===== config.mk =====
export PLATFORM = sky130hd
export DESIGN_NAME = wb2fta_bridge32
export DESIGN_NICKNAME = d
export VERILOG_FILES = /design/src/rtl/fta_bus_pkg.sv /design/src/rtl/wb2fta_bridge32.sv
export SDC_FILE = /design/constraint.sdc
export NUM_CORES = 1
export LEC_CHECK = 0
export CELL_PAD_IN_SITES_DETAIL_PLACEMENT = 1
export CELL_PAD_IN_SITES_GLOBAL_PLACEMENT = 2
export CORE_UTILIZATION = 24
export DETAILED_ROUTE_END_ITERATION = 10
export PLACE_DENSITY_LB_ADDON = 0.1
export REMOVE_ABC_BUFFERS = 1
export SYNTH_ARGS = -nofsm -noshare
export SYNTH_HDL_FRONTEND = slang
export SYNTH_SLANG_ARGS = --single-unit

===== constraint.sdc =====
create_clock -name clk -period 3.9 [get_ports clk]
set_clock_uncertainty 0.05 [all_clocks]
set_input_delay 0.78 -clock clk [delete_from_list [all_inputs] [get_ports clk]]
set_output_delay 0.78 -clock clk [all_outputs]
set_load 0.005 [all_outputs]

===== src/rtl/fta_bus_pkg.sv =====
// Shared FTA command-bus types plus the WISHBONE-to-FTA bridge state encoding.
package fta_bus_pkg;

   typedef enum logic [2:0] {
      OKAY    = 3'd0,
      DECERR  = 3'd1,
      PROTERR = 3'd2,
      TGTERR  = 3'd3,
      IRQ     = 3'd7
   } fta_err_t;

   typedef enum logic [2:0] {
      CLASSIC = 3'd0,
      FIXED   = 3'd1,
      INCR    = 3'd2,
      EOB     = 3'd7
   } fta_cti_t;

   typedef struct packed {
      logic        cyc;
      logic        we;
      logic [3:0]  sel;
      logic [31:0] padr;
      logic [31:0] dat;
      logic [3:0]  pri;
      logic [12:0] tid;
      fta_cti_t    cti;
   } fta_cmd_request32_t;

   typedef struct packed {
      logic        ack;
      fta_err_t    err;
      logic [12:0] tid;
      logic [31:0] dat;
   } fta_cmd_response32_t;

   typedef enum logic [2:0] {
      IDLE,
      ISSUE,
      WAIT,
      ACK,
      ERR
   } wb2fta_state_t;

endpackage


===== src/rtl/wb2fta_bridge32.sv =====
// Classic WISHBONE target that forwards single accesses onto the FTA command bus.
// Writes are posted; reads wait for a tid-matched response or a timeout.
module wb2fta_bridge32
   import fta_bus_pkg::*;
#(
   parameter logic [12:0] TID_BASE = 13'h0010,
   parameter int          TIMEOUT  = 1023,
   parameter logic [3:0]  PRI      = 4'd3
) (
   input  logic                clk,
   input  logic                rst,
   input  logic                wb_cyc_i,
   input  logic                wb_stb_i,
   input  logic                wb_we_i,
   input  logic [3:0]          wb_sel_i,
   input  logic [31:0]         wb_adr_i,
   input  logic [31:0]         wb_dat_i,
   output logic                wb_ack_o,
   output logic                wb_err_o,
   output logic                wb_stall_o,
   output logic [31:0]         wb_dat_o,
   output fta_cmd_request32_t  req,
   input  fta_cmd_response32_t resp,
   output logic                irq_o
);

   localparam int            TW       = (TIMEOUT < 2) ? 1 : $clog2(TIMEOUT + 1);
   localparam logic [TW-1:0] TMO_LAST = TW'(TIMEOUT - 1);

   wb2fta_state_t state, state_d;
   logic [3:0]    seq, tid_lo;
   logic [TW-1:0] tmo;
   logic          cap_we;
   logic [3:0]    cap_sel;
   logic [31:0]   cap_adr, cap_dat, dat_q;
   logic          irq_q;
   logic          wb_active, rsp_hit;

   assign wb_active = wb_cyc_i & wb_stb_i;
   // IRQ messages never complete a read, even when their tid happens to match.
   assign rsp_hit   = resp.ack && (resp.err != IRQ) && (resp.tid == {TID_BASE[12:4], tid_lo});

   always_comb begin
      state_d = state;
      case (state)
         IDLE:  if (wb_active) state_d = ISSUE;
         ISSUE: begin
            if (!wb_cyc_i)   state_d = IDLE;
            else if (cap_we) state_d = ACK;
            else             state_d = WAIT;
         end
         WAIT: begin
            if (!wb_cyc_i)            state_d = IDLE;
            else if (rsp_hit)         state_d = (resp.err == OKAY) ? ACK : ERR;
            else if (tmo == TMO_LAST) state_d = ERR;
         end
         ACK, ERR: state_d = IDLE;
         default:  state_d = IDLE;
      endcase
   end

   always_ff @(posedge clk) begin
      if (rst) begin
         state   <= IDLE;
         seq     <= '0;
         tid_lo  <= '0;
         tmo     <= '0;
         cap_we  <= 1'b0;
         cap_sel <= '0;
         cap_adr <= '0;
         cap_dat <= '0;
         dat_q   <= '0;
         irq_q   <= 1'b0;
      end else begin
         state <= state_d;
         irq_q <= resp.ack && (resp.err == IRQ);
         if (state == IDLE && wb_active) begin
            cap_we  <= wb_we_i;
            cap_sel <= wb_sel_i;
            cap_adr <= wb_adr_i;
            cap_dat <= wb_dat_i;
         end
         if (state == ISSUE) begin
            seq    <= seq + 4'd1;
            tid_lo <= seq;
            tmo    <= '0;
         end else if (state == WAIT) begin
            tmo <= tmo + 1'b1;
         end
         if (state == WAIT && state_d == ACK) dat_q <= resp.dat;
         else if (state_d == ERR)             dat_q <= '0;
      end
   end

   always_comb begin
      req = '0;
      if (!rst && state == ISSUE) begin
         req.cyc  = 1'b1;
         req.we   = cap_we;
         req.sel  = cap_sel;
         req.padr = cap_adr;
         req.dat  = cap_dat;
         req.pri  = PRI;
         req.tid  = {TID_BASE[12:4], seq};
         req.cti  = CLASSIC;
      end
   end

   assign wb_ack_o   = !rst && (state == ACK) && wb_active;
   assign wb_err_o   = !rst && (state == ERR) && wb_active;
   assign wb_stall_o = !rst && (state != IDLE);
   assign wb_dat_o   = dat_q;
   assign irq_o      = irq_q;

endmodule


==> flow_metrics.py <==
metrics = {
    "floorplan": {
        "die_w_um": 155.5,
        "rows": 55,
        "die_y_um": 155.5,
        "core_area_um2": 22850,
        "io_pins": 248,
        "initial_core_util": 0.2474,
        "die_area_um2": 24170,
    },
    "clock_tree": {
        "cts_resized": 0,
        "clockRootBuffer": "clkbuf_16",
        "clk-insertion-delay-late_ns": 0.41,
        "clock_path_buffers": 2,
        "htreeDepth": 4,
        "tritoncts.num_buffers": 17,
        "cts.sinks": 123,
        "clk_pin_slew_ns": 0.06,
        "ctsHoldBuffers": 0,
        "cts_tree": "yes",
        "cts_setup_buffers": 0,
    },
    "synth": {
        "synth_edf_count": 0,
        "synth_cell_types": 41,
        "synth_area_um2": 5652,
        "yosysMostFrequentCell": "nand2_1",
        "yosysSeqAreaShare": 0.4357,
        "synthArstFlopShare": 0,
        "yosys.area.top_type": "dfxtp_1",
        "synth_top_area_share": 0.4357,
        "synth_common_cells": "147 x nand2_1, 123 x dfxtp_1, 74 x and2_1",
        "ys_ff_latch": 123,
        "syn_area_per_cell_um2": 7.871,
        "synth_top_flop_cell": "dfxtp_1",
        "yosys_warnings": 0,
        "yosys-top-cells-area": "dfxtp_1 44%, nand2_1 9.8%, and2_1 8.2%",
        "syn-instance-count": 718,
    },
    "setup_path": {
        "cp.required_ns": 3.07,
        "start_kind": "register",
        "cp_data_arrival_time_ns": 2.41,
        "r2r_slack_ns": 1.57,
        "endpoint_kind": "primary output",
        "crit_start": "state[1]",
        "r2r-start": "state[2]",
        "crit_fanout": 77,
        "rr_worst_depth": 5,
        "r2r-end": "cap_dat[4]",
        "criticalPathCategory": "reg -> out",
    },
    "timing": {
        "timing.final.max_slew_violations": 0,
        "rsz0062_at_grt": "no",
        "fmax_mhz": 308.7,
        "hold-worst-slack_ns": 0.4002,
        "max_slew_margin": 0.4681,
        "finalCritPeriodShare": 0.8306,
        "setup_slack_ns": 0.6606,
        "worst_slew_pin_slew_ns": 0.7979,
        "hold_viol": 0,
        "finalSetupViolCount": 0,
        "min_period_ns": 3.239,
    },
    "power_and_ir_drop": {
        "clkPwrFrac": 0.493,
        "leakage_nw": 3.159,
        "power.internal_mw": 2.408,
        "p_sw_uw": 732.1,
        "pwr-share-comb": 0.089,
        "switching_share": 0.2332,
        "seqPwrFrac": 0.418,
        "power_density_nw_per_um2": 357.6,
        "ir_drop_uv": 277.2,
    },
    "run": {
        "max_cap_viol_count": 0,
    },
    "layout": {
        "fin_nets": 1045,
        "n_antenna_cell": 0,
        "fillerInstances": 2682,
        "drive_gt1_frac": 0.05472,
        "syn_to_final_growth_pct": 55.32,
    },
    "detailed_routing": {
        "avgViaCountPerCell": 4.494,
        "initialDrtViolationCount": 217,
        "wl_um": 20200,
        "first_pass_iters": 6,
        "ant_nets": 0,
        "drc": 0,
        "wl_per_cell_um": 16.22,
        "vias": 5595,
    },
    "worst_hold_path": {
        "min_to": "cap_adr[29]",
        "hold_start": "cap_adr[29]",
        "hold_path.class": "reg -> reg",
        "hold_depth": 2,
    },
    "global_route": {
        "antenna_found_initial": 0,
        "grt_max_degree": 78,
        "grt_pass1_vias": 5949,
        "overflow": 0,
        "grt.total_usage": 0.1671,
        "grt_pass1_wl_um": 31530,
    },
    "placed_design": {
        "gp_congestion": 0.7180,
        "hpwl_um": 13840,
        "place_ws_ns": 0.6780,
        "port_buffers": 234,
    },
    "status": {
        "status": "finished, final reports clean",
    },
}
## stage by stage
| stage | cells | util | total power, mW | cell area [µm²] | setup TNS (ns) |
|---|---|---|---|---|---|
| after floorplan | 654 | - | 1.420 | 5320 | -60.87 |
| after global placement | 1214 | 0.3593 | 1.614 | 8209 | 0 |
| after detailed placement | 1214 | 0.3593 | 1.623 | 8209 | 0 |
| after CTS | 1245 | 0.3842 | 3.195 | 8778 | 0 |
| after global routing | 1245 | 0.3842 | 3.292 | 8778 | 0 |
| final | 1245 | 0.3842 | 3.140 | 8778 | 0 |
## worst max path at each step
stage / to
2_1_floorplan: req[20]
3_3_place_gp: req[59]
3_5_place_dp: req[36]
4_1_cts: req[36]
5_1_grt: req[34]
6_report: req[34]
## per-layer routing
layer | vias to the layer above | wire, µm | GRT usage
met1 | 2608 | 8870 | 0.1944
met5 | - | 0 | 0
li1 | 2762 | - | -
met4 | 0 | 357 | 0.05882
met2 | 206 | 9226 | 0.2789
met3 | 19 | 1743 | 0.06379
## worst max-delay path, stage by stage, from the launching register on
cell and delay (ns):
dfxtp_1 0.47, nand2b_1 0.26, nor3_2 0.19, buf_12 0.27, and2_1 0.18, clkdlybuf4s50_1 0.55
## power groups by stage
stage / sequential (mW) / clock (mW) / combinational, mW
detailed placement: 1.34 / 0 / 0.284
floorplan: 1.33 / 0 / 0.0868
global placement: 1.34 / 0 / 0.277
global route: 1.31 / 1.67 / 0.307
finish: 1.31 / 1.55 / 0.281
CTS: 1.31 / 1.60 / 0.286
## final cells by class
type | count | area, µm² | area share
repair buffers | 247 | 2462 | 0.2805
flip-flops and latches | 123 | 2462 | 0.2805
multi-input cells | 528 | 2882 | 0.3282
inverters | 3 | 11.26 | 0.001283
well taps | 313 | 391.6 | 0.04461
clock buffers | 21 | 450.4 | 0.05131
clock inverters | 10 | 118.9 | 0.01354
## layout by cell type, fill, tap and decap left out, types with 3 or more instances in the layout
cell             instances
a21oi_1                 73
a41oi_1                 32
and2_1                  74
buf_4                   12
clkbuf_1                 3
clkbuf_16               17
clkdlybuf4s50_1        233
clkinvlp_4               3
conb_1                  13
dfxtp_1                123
ha_1                     3
inv_1                    3
mux2i_1                  5
nand2_1                147
nand2b_1                36
nand3_1                  5
nor2_1                  52
nor3_1                   7
o21ai_0                 35
xnor2_1                  7
xor2_1                   8
## cells by family after synthesis
family,synth area share
adders and majority gates,0.006642
buffers and inverters,0.06863
muxes,0.008856
and+or+nand+nor,0.3009
DFF,0.4357
AOI/OAI and AO/OA,0.1554
other,0.0006635
xor gates and xnor gates,0.02325
## registers in the layout (all words and copies together) (netlist names)
register	cells
cap_adr	32
cap_dat	32
wb_dat_o	32
tmo	10
cap_sel	4
seq	4
tid_lo	4
state	3
cap_we	1
irq_o	1
(Power assumes the default switching activity.)
